===== src/rtl/seq_mult_if.sv =====
// ---------------------------------------------------------------------------
// seq_mult_if
// Groups the operand, control and status signals of the signed sequential
// multiplier. Clock and reset are not part of the interface.
//   master : drives Run, ClearA_LoadB, Din; observes Aval, Bval, X, Busy, Done
//   slave  : the multiplier side of the same signals
// ---------------------------------------------------------------------------
interface seq_mult_if #(
   parameter int WIDTH = 8
);
   logic             Run;
   logic             ClearA_LoadB;
   logic [WIDTH-1:0] Din;
   logic [WIDTH-1:0] Aval;
   logic [WIDTH-1:0] Bval;
   logic             X;
   logic             Busy;
   logic             Done;

   modport master (
      output Run, ClearA_LoadB, Din,
      input  Aval, Bval, X, Busy, Done
   );

   modport slave (
      input  Run, ClearA_LoadB, Din,
      output Aval, Bval, X, Busy, Done
   );
endinterface


===== src/rtl/seq_mult.sv =====
// ---------------------------------------------------------------------------
// seq_mult
// Signed add-shift multiplier. The multiplicand S is captured from Din at the
// start edge and the multiplier is held in B. The 2*WIDTH-bit two's-complement
// product ends up in {A, B}. One add/subtract step is followed by one
// arithmetic shift per multiplier bit; the sign bit's step subtracts instead
// of adding, which is what makes the result correct for signed operands.
//
// Ports
//   Clk      : system clock, rising edge
//   Reset_n  : asynchronous active-low reset, clears every register
//   bus      : seq_mult_if.slave
//                Run, ClearA_LoadB, Din  (inputs, only looked at in IDLE/DONE)
//                Aval, Bval, X           (register contents)
//                Busy (ADD/SHIFT), Done (DONE)
//
// Build option
//   MULT_SKIP_EN : when defined, a zero multiplier bit is shifted in the ADD
//                  cycle itself, so latency becomes WIDTH + popcount(B).
//                  Products are identical in both builds.
// ---------------------------------------------------------------------------
module seq_mult #(
   parameter int WIDTH = 8
) (
   input logic       Clk,
   input logic       Reset_n,
   seq_mult_if.slave bus
);

   localparam int            CW   = (WIDTH > 1) ? $clog2(WIDTH) : 1;
   localparam logic [CW-1:0] LAST = CW'(WIDTH - 1);

   typedef enum logic [1:0] {
      IDLE  = 2'd0,
      ADD   = 2'd1,
      SHIFT = 2'd2,
      DONE  = 2'd3
   } state_t;

   state_t                  state;
   logic signed [WIDTH-1:0] a;
   logic signed [WIDTH-1:0] b;
   logic signed [WIDTH-1:0] s;
   logic                    x;
   logic [CW-1:0]           cnt;
   logic                    busy;
   logic                    done;

   logic                    last;
   logic signed [WIDTH:0]   acc;

   // Sign-extended add or subtract, one bit wider than the operands so the
   // carry-out lands in X.
   function automatic logic signed [WIDTH:0] add_sub(
      input logic signed [WIDTH-1:0] lhs,
      input logic signed [WIDTH-1:0] rhs,
      input logic                    sub
   );
      logic signed [WIDTH:0] l_ext;
      logic signed [WIDTH:0] r_ext;
      l_ext = {lhs[WIDTH-1], lhs};
      r_ext = {rhs[WIDTH-1], rhs};
      return sub ? (l_ext - r_ext) : (l_ext + r_ext);
   endfunction

   // The last bit of a two's-complement multiplier carries weight -2^(W-1).
   assign last = (cnt == LAST);
   assign acc  = add_sub(a, s, last);

   always_ff @(posedge Clk or negedge Reset_n) begin
      if (!Reset_n) begin
         state <= IDLE;
         a     <= '0;
         b     <= '0;
         s     <= '0;
         x     <= 1'b0;
         cnt   <= '0;
         busy  <= 1'b0;
         done  <= 1'b0;
      end else begin
         case (state)
            IDLE: begin
               // Loading B wins over a start request in the same cycle.
               if (bus.ClearA_LoadB) begin
                  b <= bus.Din;
                  a <= '0;
                  x <= 1'b0;
               end else if (bus.Run) begin
                  s     <= bus.Din;
                  a     <= '0;
                  x     <= 1'b0;
                  cnt   <= '0;
                  state <= ADD;
                  busy  <= 1'b1;
               end
            end

            ADD: begin
               if (b[0]) begin
                  {x, a} <= acc;
                  state  <= SHIFT;
               end else begin
`ifdef MULT_SKIP_EN
                  // Nothing to add: fold the shift into this cycle.
                  a <= {x, a[WIDTH-1:1]};
                  b <= {a[0], b[WIDTH-1:1]};
                  if (last) begin
                     state <= DONE;
                     busy  <= 1'b0;
                     done  <= 1'b1;
                  end else begin
                     cnt <= cnt + 1'b1;
                  end
`else
                  state <= SHIFT;
`endif
               end
            end

            SHIFT: begin
               // Arithmetic right shift of {X, A, B}; X keeps the sign.
               a <= {x, a[WIDTH-1:1]};
               b <= {a[0], b[WIDTH-1:1]};
               if (last) begin
                  state <= DONE;
                  busy  <= 1'b0;
                  done  <= 1'b1;
               end else begin
                  cnt   <= cnt + 1'b1;
                  state <= ADD;
               end
            end

            DONE: begin
               // Product is held until Run is released.
               if (!bus.Run) begin
                  state <= IDLE;
                  done  <= 1'b0;
               end
            end

            default: begin
               state <= IDLE;
               busy  <= 1'b0;
               done  <= 1'b0;
            end
         endcase
      end
   end

   assign bus.Aval = a;
   assign bus.Bval = b;
   assign bus.X    = x;
   assign bus.Busy = busy;
   assign bus.Done = done;

endmodule


===== src/flat_wrapper.sv =====
// flat-port wrapper written by rule: the top's interface ports become plain ports
module seq_mult_flat 
#(
   parameter int WIDTH = 8
)
  (Clk, Reset_n, bus_Run, bus_ClearA_LoadB, bus_Din, bus_Aval, bus_Bval, bus_X, bus_Busy, bus_Done);
  seq_mult_if #(.WIDTH(WIDTH)) bus_i ();
  input logic Clk;
  input logic Reset_n;
  input wire logic [$bits(bus_i.Run)-1:0] bus_Run;
  input wire logic [$bits(bus_i.ClearA_LoadB)-1:0] bus_ClearA_LoadB;
  input wire logic [$bits(bus_i.Din)-1:0] bus_Din;
  output wire logic [$bits(bus_i.Aval)-1:0] bus_Aval;
  output wire logic [$bits(bus_i.Bval)-1:0] bus_Bval;
  output wire logic [$bits(bus_i.X)-1:0] bus_X;
  output wire logic [$bits(bus_i.Busy)-1:0] bus_Busy;
  output wire logic [$bits(bus_i.Done)-1:0] bus_Done;
  assign bus_i.Run = bus_Run;
  assign bus_i.ClearA_LoadB = bus_ClearA_LoadB;
  assign bus_i.Din = bus_Din;
  assign bus_Aval = bus_i.Aval;
  assign bus_Bval = bus_i.Bval;
  assign bus_X = bus_i.X;
  assign bus_Busy = bus_i.Busy;
  assign bus_Done = bus_i.Done;
  seq_mult #(.WIDTH(WIDTH)) u_core (.Clk(Clk), .Reset_n(Reset_n), .bus(bus_i));
endmodule

===== config.mk =====
export PLATFORM = sky130hd
export DESIGN_NAME = seq_mult_flat
export DESIGN_NICKNAME = d
export VERILOG_FILES = /design/src/rtl/seq_mult_if.sv /design/src/rtl/seq_mult.sv /design/src/flat_wrapper.sv
export SDC_FILE = /design/constraint.sdc
export NUM_CORES = 1
export LEC_CHECK = 0
export ABC_AREA = 1
export BUFFER_PORTS_ARGS = -buffer_cell sky130_fd_sc_hd__buf_2
export CAP_MARGIN = 15
export CORE_UTILIZATION = 44
export DETAILED_ROUTE_END_ITERATION = 8
export GPL_TIMING_DRIVEN = 0
export SLEW_MARGIN = 20
export SYNTH_ARGS = -nofsm -noshare
export SYNTH_HDL_FRONTEND = slang
export SYNTH_SLANG_ARGS = --single-unit

===== constraint.sdc =====
create_clock -name Clk -period 5.8 [get_ports Clk]
set_input_delay 0.58 -clock Clk [delete_from_list [all_inputs] [get_ports Clk]]
set_output_delay 0.58 -clock Clk [all_outputs]
set_load 0.02 [all_outputs]

After elaboration in Yosys (flattened, before gate mapping)
Cells that the tools add are included.
W data, S select, Z words.

storage, ports and cells
  register bits = 32
  bits of input ports = 12

cells by class
  $add $sub $neg = 3
  eq/ne operators = 12
  muxes and demuxes = 27
  bitwise logic cells = 1
  reductions and logical operators = 13

operators by type and width
  kind                   count
  $mux W8                4
  $pmux W8 S3            1
  $pmux W8 S2            1
  $reduce_and A3 Y1      5
  $ne A2 B2 Y1 const B   5
  $add A8 B8 Y9          1
  $mux W3                3
  $mux W9                1
  $sub A8 B8 Y9          1
  $mux W1                8
  $mux W2                4
  $pmux W2 S4            1
  $reduce_and A4 Y1      2
  $pmux W1 S2            3
  $pmux W3 S2            1
  $reduce_bool A2 Y1     3
  $eq A2 B2 Y1 const B   2
  $ne A2 B1 Y1 const B   2
  $add A3 B1 Y3 const B  1
  $eq A3 B3 Y1 const B   1
  $ne A3 B3 Y1 const B   1
  $reduce_bool A3 Y1     1
  $eq A2 B1 Y1 const B   1
  $logic_not A2 Y1       1
  other kinds (2)        2

Logic depth before layout (Yosys ltp)
  depth after elaboration = 4
  mapped depth = 18

Worst setup path before layout
Ideal clock, no wire load.

  path type = register to register
  start = register u_core.s[0]
  end = register u_core.a[7], in the netlist u_core.bus.Aval[7]
  setup time = 117 ps
  data arrival time = 2147 ps
  data required time = 5683 ps
  setup slack = 3537 ps
  cell stages (with the launch flop) = 18
  buffers on the path = 0
  clock period less this slack = 2263 ps
  cell sequence = dfrtp_1 inv_1 ha_1 inv_1 nor2_1 nand2_1 o31ai_1 xnor2_1 inv_1 ha_1 nand2_1 inv_1 a21oi_1 nand3_1 nand3_1 nand2_1 nand2_1 nand2_1

between the ends
  cells in the longest elaborated chain, start to end = 4
  elaborated cells between the ends (all ways) = 5
  those cells by class = 2 x add/sub; 3 x mux

ends and longest elaborated chain
  element                                         line             source
  start, declared                                 seq_mult.sv:43   logic signed [WIDTH-1:0] s;
  start signal, assigned                          seq_mult.sv:89   s <= bus.Din;
  $add A8 B8 Y9 or $sub A8 B8 Y9 (tied branches)  seq_mult.sv:63   return sub ? (l_ext - r_ext) : (l_ext + r_ext);
  $mux W9 (*)                                     seq_mult.sv:63
  $mux W8 (*)                                     seq_mult.sv:99   if (b[0]) begin
  $pmux W8 S3 (*)                                 seq_mult.sv:81   case (state)
  end signal, assigned                            seq_mult.sv:122  a <= {x, a[WIDTH-1:1]};
  end, declared                                   seq_mult.sv:41   logic signed [WIDTH-1:0] a;

Mark *: on every way between the ends. The rest lies on a longest branch, timed or not. The select of a mux whose other input is x is not followed.
A chain may end at the register's enable or synchronous reset.

Final worst setup path
Ends and elaborated chain as after synthesis.

==> metrics.txt <==
Yosys Warn Count=0; pwr/cell area=592 mW/mm^2; total gr overflow=0; drt drc=0; Clk pin slew, worst setup/hold paths=approximately 0.080 ns; CP startpoint kind=flop; DP Wirelength=3700 um; Synth cell types=33; n_diodes=0; postcts setup bufs=0; Leakage Power=1.36 nW; Final GP Congestion=0.860; worst path arrival time=approximately 2.8 ns; via count=roughly 1900; Main synth FF type=dfrtp_1; PortBufs=30; Buf/Inv on CP=4; TritonRoute pass-1 iters=4; post_cts resized=0; DR WL/cell=approximately 12 um; Post-synth EDFFs=0; Post-DP Area=~0.0024 sq mm; sequential-to-total area share from yosys stat=a little under two fifths; vias in the first global route=about 1700; Root Driver=clkbuf_8; final number of hold-violating endpoints=0; worst path required time=~6 ns; maximum clock rate=a little under 400 MHz; mux cell area share after synthesis=under 10%; area of the core=0.00472 sq mm; Yosys top cell area share=roughly 37%; final worst-path cycle share=between 40% and 50%; CP max FO=5; count leader, synth=nand2_1; Nets=around 350; DRT iter0 DRCs=96; syn_nets=between 300 and 400; Syn Std Cell Area=around 0.0022 sq mm; Clk Latency, worst-skew pair=~0.29 ns; Die H=approximately 72 um; crit-path leading delay family=simple AND/OR/NAND/NOR gates; status=completed; Hold Crit Class=in2async; CTS sink cnt=32; row count=25; GRT Total Usage=between 10% and 20%; chip width=approximately 72 um; Setup Skew=slightly above 0.009 ns; max-capacitance violation count=0; CTS tree=done; initial antenna violation count=0; Setup violations, final=0; Synth area leader=dfrtp_1; RSZ-0062 raised after global routing=no; worst-margin pin slew=~0.73 ns; most used cell along the critical path=nand2_1; largest family of logic cells by synthesized area=simple AND/OR/NAND/NOR gates; CTS Buf Count=5; Synth Area per Inst=7.47 sq um; fill count=470; crit path max-delay cell type=dfrtp_1; Slew HR=51.2%; Hold Buf Count CTS=0; Final Cell Area=~0.0025 sq mm; initial core utilization=~46%; XOR/XNOR Fraction of Synth Area=~2.4%; Crit Path Category=reg2reg; peak supply drop=~250 uV; total power=between 0.001 and 0.0015 W; Post-Synth Adder-Cell Area=under 10%; CP peak stage delay=between 0.3 and 0.4 ns; first-pass GRT wire length=roughly 8000 um; fin. max-slew vios=0; Clock Path Buffers=2; fin crit period=between 2 and 3 ns; Vias/cell=between 4 and 5; Detailed Route WL=roughly 4800 um; crit-path cells=inv_1 -> ha_1 -> inv_1 -> nor2_1 -> nand2_1 -> o31ai_1 -> xnor2_1 -> inv_1 -> ha_1 -> nand2_1 -> inv_1 -> a21oi_1 -> nand3_1 -> nand3_1 -> nand2_1 -> nand2_1 -> nand2_1; Fin Setup TNS=0 ns; die area=approximately 0.0052 sq mm; htree depth=2; share of post-route cells with drive strength above 1=about a fifth; FFs w/ async S/R, synth=100%; Post-Synth Simple-Gate Area=about 25%; ANT nets after route=0; complex-gate fraction of the synthesized area=between 10% and 20%; CP Capture Type=flop; largest net degree at the start of global routing=33; commonest cells in the netlist=83 x nand2_1, 36 x inv_1, 32 x dfrtp_1, 28 x nor2_1, 15 x ha_1; Area contributors post-synth=dfrtp_1 37%, nand2_1 14%, ha_1 8.7%, inv_1 6.3%, nor2_1 4.9%; Cells after Synth=288; FF+latch count, synth=32; Top Ports=31; Area Growth Syn to Fin=15.0%
-- placed cells by master, fill, tap and decap left out, drive strengths merged, types with 6 or more instances in the layout --
master  Yosys  final
ha         15     15
buf         6     36
inv        45     45
a21oi      13     13
a31oi       9      9
nand2      85     85
nor2       30     30
clkbuf      1      6
dfrtp      32     32
o21ai      15     15
nand3      15     15
-- power by group --
part	total [W]	switching (W)	leakage, nW	internal, W
Clock	0.000176	0.0000920	0.0479	0.0000837
Sequential	0.000408	0.0000883	0.388	0.000320
Combinational	0.000879	0.000554	0.928	0.000326
-- logic make-up (layout without fill, tap and decap cells) --
kind of cell               Yosys count  count (layout)
and+or+nand+nor                    132             132
DFF                                 32              32
buffers and inverters               52              90
adders and majority gates           16              16
xor gates and xnor gates             6               6
AOI/OAI and AO/OA                   46              46
muxes                                4               4
-- state kept, by name, indices dropped and copies added (netlist names) --
name and cells:
u_core.bus.Aval 8, u_core.bus.Bval 8, u_core.s 8, u_core.cnt 3
u_core.state 2, u_core.bus.Busy 1, u_core.bus.Done 1, u_core.bus.X 1
-- final timing paths --
check,end,start,cells after the start,slack (ns)
setup / recovery,u_core.bus.Aval[7],u_core.s[0],17,3.23
hold / removal,u_core.bus.Aval[5],Reset_n,1,0.35
setup reg to reg,u_core.bus.Aval[7],u_core.s[0],17,3.23
hold reg to reg,u_core.cnt[0],u_core.cnt[0],1,0.48
max in group asynchronous,u_core.bus.Done,Reset_n,1,4.97
min in group Clk,u_core.cnt[0],u_core.cnt[0],1,0.48
-- through the flow --
stage | hold slack [ns] | std cells | utilization (%) | worst slack, ns
finish | 0.351 | 393 | 52.3 | 3.23
global route | 0.411 | 393 | 52.3 | 2.89
CTS | 0.380 | 393 | 52.3 | 3.18
detailed placement | 0.479 | 385 | 50.5 | 3.19
global placement | 0.473 | 385 | 50.5 | 3.25
floorplan | 0.284 | 288 | - | 3.54
-- layout make-up --
| cell class | instances | area [sq um] | share of cell area [%] |
|---|---|---|---|
| multi-input cells | 204 | 1140 | 46.0 |
| flip-flops and latches | 32 | 801 | 32.4 |
| inverters | 45 | 169 | 6.83 |
| repair buffers | 30 | 150 | 6.07 |
| well taps | 67 | 83.8 | 3.39 |
| clock buffers | 5 | 68.8 | 2.78 |
| plain buffers | 7 | 45.0 | 1.82 |
| clock inverters | 3 | 18.8 | 0.759 |
-- routing by layer --
layer	part of all wire [%]	vias to the layer above	GRT usage, %
li1	-	994	-
met1	49	867	27.4
met2	47	29	33.0
met3	3.5	2	4.31
met4	0.25	0	3.27
met5	0	-	0
No activity file was read; power rests on OpenSTA's default activity.
